**src/rtl/vanilla_arb_pkg.sv**
```systemverilog
// Shared types for the vanilla core arbiter merge path.
package vanilla_arb_pkg;

  localparam int num_arb_src_gp = 2;

  typedef logic arb_src_id_t;

endpackage

```
**src/rtl/vanilla_arb_merge_fifo.sv**
```systemverilog
// Circular buffer holding granted arbiter entries; storage itself is not reset.
module vanilla_arb_merge_fifo #(
  parameter int width_p = 33,
  parameter int els_p   = 2,
  localparam int lg_els_lp = $clog2(els_p)
) (
  input  logic                 clk_i,
  input  logic                 reset_i,
  input  logic                 enq_i,
  input  logic [width_p-1:0]   data_i,
  input  logic                 deq_i,
  output logic [width_p-1:0]   data_o,
  output logic [lg_els_lp:0]   count_o,
  output logic                 full_o,
  output logic                 empty_o
);

  logic [width_p-1:0]   r_mem [els_p];
  logic [lg_els_lp-1:0] r_wptr;
  logic [lg_els_lp-1:0] r_rptr;
  logic [lg_els_lp:0]   r_count;

  // Pointers wrap naturally because els_p is a power of two.
  always_ff @(posedge clk_i or posedge reset_i) begin
    if (reset_i) begin
      r_wptr  <= '0;
      r_rptr  <= '0;
      r_count <= '0;
    end else begin
      if (enq_i) r_wptr <= r_wptr + 1'b1;
      if (deq_i) r_rptr <= r_rptr + 1'b1;
      if (enq_i && !deq_i)      r_count <= r_count + 1'b1;
      else if (!enq_i && deq_i) r_count <= r_count - 1'b1;
    end
  end

  always_ff @(posedge clk_i) begin
    if (enq_i) r_mem[r_wptr] <= data_i;
  end

  assign data_o  = r_mem[r_rptr];
  assign count_o = r_count;
  assign full_o  = (r_count == (lg_els_lp+1)'(els_p));
  assign empty_o = (r_count == '0);

endmodule

```
**src/rtl/vanilla_arb_merge_buffer.sv**
```systemverilog
// Merges the round-robin arbiter's granted source into an output FIFO,
// acks the source, and flags protocol violations with a sticky error.
module vanilla_arb_merge_buffer
  import vanilla_arb_pkg::*;
#(
  parameter int data_width_p = 32,
  parameter int els_p        = 2,
  parameter bit assert_en_p  = 1'b1,
  localparam int lg_els_lp   = $clog2(els_p)
) (
  input  logic                                        clk_i,
  input  logic                                        reset_i,
  input  logic [num_arb_src_gp-1:0]                   v_i,
  input  logic [num_arb_src_gp-1:0][data_width_p-1:0] data_i,
  input  logic [num_arb_src_gp-1:0]                   grants_i,
  input  logic                                        arb_v_i,
  output logic                                        arb_yumi_o,
  output logic [num_arb_src_gp-1:0]                   src_yumi_o,
  output logic                                        v_o,
  output logic [data_width_p-1:0]                     data_o,
  output logic                                        src_id_o,
  input  logic                                        yumi_i,
  output logic [lg_els_lp:0]                          count_o,
  output logic                                        error_o
);

  typedef struct packed {
    arb_src_id_t             src_id;
    logic [data_width_p-1:0] data;
  } merge_entry_s;

  logic         w_full;
  logic         w_empty;
  logic         w_grant_onehot;
  logic         w_grant_bad_src;
  logic         w_enq;
  logic         w_deq;
  logic         w_err;
  arb_src_id_t  w_src_id;
  merge_entry_s w_wr_entry;
  merge_entry_s w_rd_entry;
  logic         r_error;

  // Space-available must not look at grants_i, otherwise it loops through the arbiter.
  assign arb_yumi_o = arb_v_i & ~w_full & ~reset_i;
  assign src_yumi_o = grants_i & {num_arb_src_gp{arb_yumi_o}};

  assign w_grant_onehot  = (grants_i == 2'b01) || (grants_i == 2'b10);
  assign w_grant_bad_src = |(grants_i & ~v_i);
  assign w_src_id        = arb_src_id_t'(grants_i[1]);
  assign w_enq           = arb_yumi_o & w_grant_onehot & ~w_grant_bad_src;
  assign w_deq           = yumi_i & v_o;

  assign w_wr_entry.src_id = w_src_id;
  assign w_wr_entry.data   = data_i[w_src_id];

  assign w_err = (grants_i == 2'b11)
               | ((grants_i != 2'b00) & ~arb_yumi_o)
               | w_grant_bad_src
               | (yumi_i & ~v_o);

  vanilla_arb_merge_fifo #(
    .width_p ($bits(merge_entry_s)),
    .els_p   (els_p)
  ) u_fifo (
    .clk_i   (clk_i),
    .reset_i (reset_i),
    .enq_i   (w_enq),
    .data_i  (w_wr_entry),
    .deq_i   (w_deq),
    .data_o  (w_rd_entry),
    .count_o (count_o),
    .full_o  (w_full),
    .empty_o (w_empty)
  );

  always_ff @(posedge clk_i or posedge reset_i) begin
    if (reset_i) r_error <= 1'b0;
    else if (w_err) r_error <= 1'b1;
  end

  assign v_o      = ~w_empty;
  assign data_o   = w_rd_entry.data;
  assign src_id_o = w_rd_entry.src_id;
  assign error_o  = r_error;

`ifndef SYNTHESIS
  always_ff @(posedge clk_i) begin
    if (assert_en_p && !reset_i) begin
      assert (grants_i != 2'b11) else $error("grant to both sources");
      assert (!((grants_i != 2'b00) && !arb_yumi_o)) else $error("grant without arb_yumi");
      assert (!w_grant_bad_src) else $error("grant to idle source");
      assert (!(yumi_i && !v_o)) else $error("yumi with empty buffer");
    end
  end
`endif

endmodule

```
**config.mk**
```make
export PLATFORM = sky130hd
export DESIGN_NAME = vanilla_arb_merge_buffer
export DESIGN_NICKNAME = d
export VERILOG_FILES = /design/src/rtl/vanilla_arb_pkg.sv /design/src/rtl/vanilla_arb_merge_fifo.sv /design/src/rtl/vanilla_arb_merge_buffer.sv
export SDC_FILE = /design/constraint.sdc
export NUM_CORES = 1
export LEC_CHECK = 0
export ABC_AREA = 1
export ABC_CLOCK_PERIOD_IN_PS = 4200
export BUFFER_PORTS_ARGS = -buffer_cell sky130_fd_sc_hd__buf_4
export CORE_UTILIZATION = 48
export CTS_CLUSTER_DIAMETER = 200
export DETAILED_ROUTE_END_ITERATION = 7
export PLACE_DENSITY_LB_ADDON = 0.08
export RECOVER_POWER = 100
export SLEW_MARGIN = 20
export SYNTH_ARGS = -nofsm -noshare
export SYNTH_HDL_FRONTEND = slang
export SYNTH_SLANG_ARGS = --single-unit
```
**constraint.sdc**
```tcl
create_clock -name clk_i -period 4.2 [get_ports clk_i]
set_input_delay 0.42 -clock clk_i [delete_from_list [all_inputs] [get_ports clk_i]]
set_output_delay 0.42 -clock clk_i [all_outputs]
set_load 0.02 [all_outputs]
```
==> impl.org <==
** Drt
- Total number of vias :: 2,431
- The first detailed-routing pass took 4 iterations.
- In this run the remaining antenna-violating nets after routing total 0.
- Wire length per cell :: 12.3 um
- Remaining routing DRC violations :: 0
- Vias per Instance :: 4.68
- For this block, the initial DRC count from the detailed router was 145.
- Wires add up to 6370 um.

** Global routing
- In the global route stage, met3 resource usage came out at 7.02%.
- Global routing used 32.0% of the available met2 tracks.
- Entering global routing, the biggest net connects 38 pins.
- The number of antenna violations at the first check in global routing is 0.
- The total overflow left after global routing is 0.
- Global Route met1 Usage :: 24.0%
- The via count of the first global-routing pass was 2,253.
- Wire length of the first global-routing pass :: 10,400 um
- Global routing consumed, over all layers together, 19.5% of the routing resources.
- Busiest grt layer :: met2

** Logic synthesis
- Synth area leaders :: edfxtp_1 (62%), nand2_1 (24%), dfrtp_1 (3.9%)
- After synthesis, the netlist uses 21 different library cells.
- Each instance of the synthesized netlist takes up on average 9.78 um2.
- Flops & latches, synth :: 71
- Mapped Nets :: 401
- The Yosys step of the flow raised 0 warnings.
- Summed instance area of the synthesized netlist :: 0.00319 mm2
- Area leader, netlist :: edfxtp_1
- Count of mapped cells out of synthesis :: 326
- Of the synthesized area, sequential elements account for 66.1%.
- The top cell type by area accounts for 62.1% of the synthesized area.

** Setup path
- For this run, the slowest stage of the critical path takes 0.72 ns.
- Depth of the most critical reg-to-reg path :: 6
- Data on the critical path is required at its endpoint by 4.16 ns.
- Critical path class :: in2reg
- In this run the critical register-to-register path is captured at u_fifo.r_mem[1][4].
- STA classifies the critical path startpoint as an input port.
- Buffers plus inverters on the worst setup path :: 3
- Cell class contributing the biggest share of worst-path delay :: buffers and inverters
- Of all nets on the critical path, the largest fanout is 37.
- Crit Reg-Reg Startpoint :: u_fifo.count_o[0]
- Traced cell by cell, the critical path runs through buf_4 > inv_1 > ha_1 > nand3_1 > nor2_1 > clkinv_1 > nor2_4.
- R2R setup slack :: 2.15 ns
- STA puts the critical path data arrival time at 2.97 ns.
- For this design, the slowest cell found on the critical path is nor2_4.
- The worst setup path is captured at a flip-flop.

** Cells and area
- Share of layout cells above drive strength 1 :: 21.5%
- Final cell count without fillers :: 519
- Top library cells by usage in the layout, fill and taps aside :: nand2_1 (203), buf_4 (73), edfxtp_1 (66)
- Number of filler instances in the final layout :: 571
- The number of antenna diodes in the final layout is 0.
- At the end of the flow, the number of nets in the layout was 512.
- Most frequent standard cell in the layout excluding fill and tap cells :: nand2_1
- Once layout is complete, the utilization of the core stands at 64.8%.
- Compared with the post-synthesis result, the final layout area differs by 29.8%.

** Power
- Of the total power, registers draw 38.1%.
- The clock network burns 28.3% of the power.
- The design draws 2.22 mW.
- Of the total power, combinational logic draws 33.5%.
- Summed over all nets, the switching power comes to 795 uW.
- Worst-case vdd ir drop :: 0.334 mV
- Static Leak :: 1.92 nW
- Power density over cell area :: 537 mW/mm2
- Internal Power :: 1.43 mW
- In this run switching power makes up 35.8% of total power.

** STA
- Setup violations remaining at the end of the flow were counted as 0.
- Transition time of the tightest slew-check pin :: 1.11 ns
- After layout, the minimum clock period comes to 3.01 ns.
- Final slew viol count :: 0
- The worst pin sits at a relative slew slack of 25.6%.
- Fmax :: 0.332 GHz
- After routing, the total negative slack on setup checks comes to 0 ns.
- Setup repair after global routing left no endpoint under its margin.
- Final clock period utilization by the worst path :: 71.7%
- The hold violation total from the final report was 0.
- Layout Skew :: 0.00872 ns

** CTS
- The number of clock buffers added by TritonCTS is 9.
- The root buffer cell chosen for the clock tree is clkbuf_8.
- TritonCTS clock tree :: built
- Number of sinks on the clock net :: 71
- CTS Hold Buffers Added :: 1
- Total setup buffers inserted after CTS :: 0
- Number of H-tree levels :: 3
- Source-to-sink clock delay at the later pin of the worst-skew pair :: 0.34 ns
- Bufs on Longest Clock Path :: 2
- Clock slew seen by the registers of the worst setup and hold paths :: 0.08 ns
- Resize count post-CTS :: 0

** Die
- The initial utilization of the core area, before any placement, comes to 49.9%.
- Row generation in the floorplan step produced 29 rows.
- Number of primary I/O pins :: 112
- The core region is 0.00639 mm2.
- The die covers 0.00697 mm2.
- Vertical die dimension :: 83.5 um
- The die is 83.5 um wide.

** Min path
- End point of the most critical hold path :: u_fifo.r_mem[0][19]
- Number of cells traversed by the worst hold path :: 3
- Worst min-delay path category :: in2reg
- Hold path startpoint :: data_i[19]

** Job
- Across the run, the number of max-cap violations was 0.

** Outcome
- The flow ran to the end, and the final reports show no timing, DRC or antenna violations.

** Place
- Half-perimeter wire length of the detailed placement result :: 4140 um
- Counting tap cells, the placed design contains a total of 502 instances.
- The count of buffers added on input and output ports is 111.
- Final RePlAce weighted congestion :: 0.744
synth_stat cells, drive strengths merged:
cell and instances:
xnor2 1, xor2 2, o21ai 1, inv 15, o21bai 1, nand3b 1, edfxtp 66, nor2 8
nand2 206, dfrtp 5, nand3 3, ha 3, buf 14
kinds of logic (layout without fill, tap and decap cells):
logic type	after synthesis	count (layout)	share of synthesized area, %
adder cells (fa/ha/maj)	3	3	1.18
flip-flops	71	71	66.1
AND/OR/NAND/NOR	218	218	27.1
XOR/XNOR	3	3	0.824
buffers and inverters	29	145	4.47
AO/OA/AOI/OAI	2	2	0.392
power by group through the flow:
stage	Combinational (mW)	Clock (mW)	Sequential (mW)
after global placement	0.863	0	0.863
after global routing	0.820	0.673	0.852
after detailed placement	0.873	0	0.863
final	0.746	0.630	0.848
after floorplan	0.518	0	0.873
after CTS	0.876	0.640	0.849
metal layers:
metal	vias to the layer above	wire length [um]
li1	1250	-
met1	1093	2720
met2	79	3130
met3	9	428
met4	0	87
met5	-	0
through the flow:
step | area, um2 | hold WS (ns) | setup WS, ns
detailed placement | 4050 | 0.344 | 1.24
global route | 4140 | 0.358 | 0.951
finish | 4140 | 0.367 | 1.19
CTS | 4300 | 0.349 | 1.61
global placement | 4050 | 0.342 | 1.27
floorplan | 3190 | 0.199 | 1.69
how the worst max path moves through the flow:
stage,start,to,slack [ns],depth (start not counted)
2_1_floorplan,grants_i[1],u_fifo.r_mem[1][0],1.69,8
3_3_place_gp,grants_i[1],u_fifo.r_mem[1][9],1.27,7
3_5_place_dp,grants_i[1],u_fifo.r_mem[1][9],1.24,7
4_1_cts,grants_i[1],u_fifo.r_mem[1][4],1.61,7
5_1_grt,grants_i[1],u_fifo.r_mem[1][4],0.95,7
6_report,grants_i[1],u_fifo.r_mem[1][4],1.19,7
flip-flops by register name (all words and copies together) (netlist names):
name            count
u_fifo.r_mem       66
u_fifo.count_o      2
error_o             1
u_fifo.r_rptr       1
u_fifo.r_wptr       1
tightest hold or removal path, delay by kind of cell:
kind          cells  cell delay, ns
buf+inv           1            0.08
simple gates      2            0.10
layout make-up:
type	count	area, um2	share of cell area, %
Clock buffer	9	124	2.99
Clock inverter	7	111	2.69
Inverter	15	56.3	1.36
Multi-Input combinational cell	226	932	22.5
Sequential cell	71	2110	50.9
Tap cell	77	96.3	2.33
Timing Repair Buffer	114	712	17.2
(Power assumes the default switching activity.)
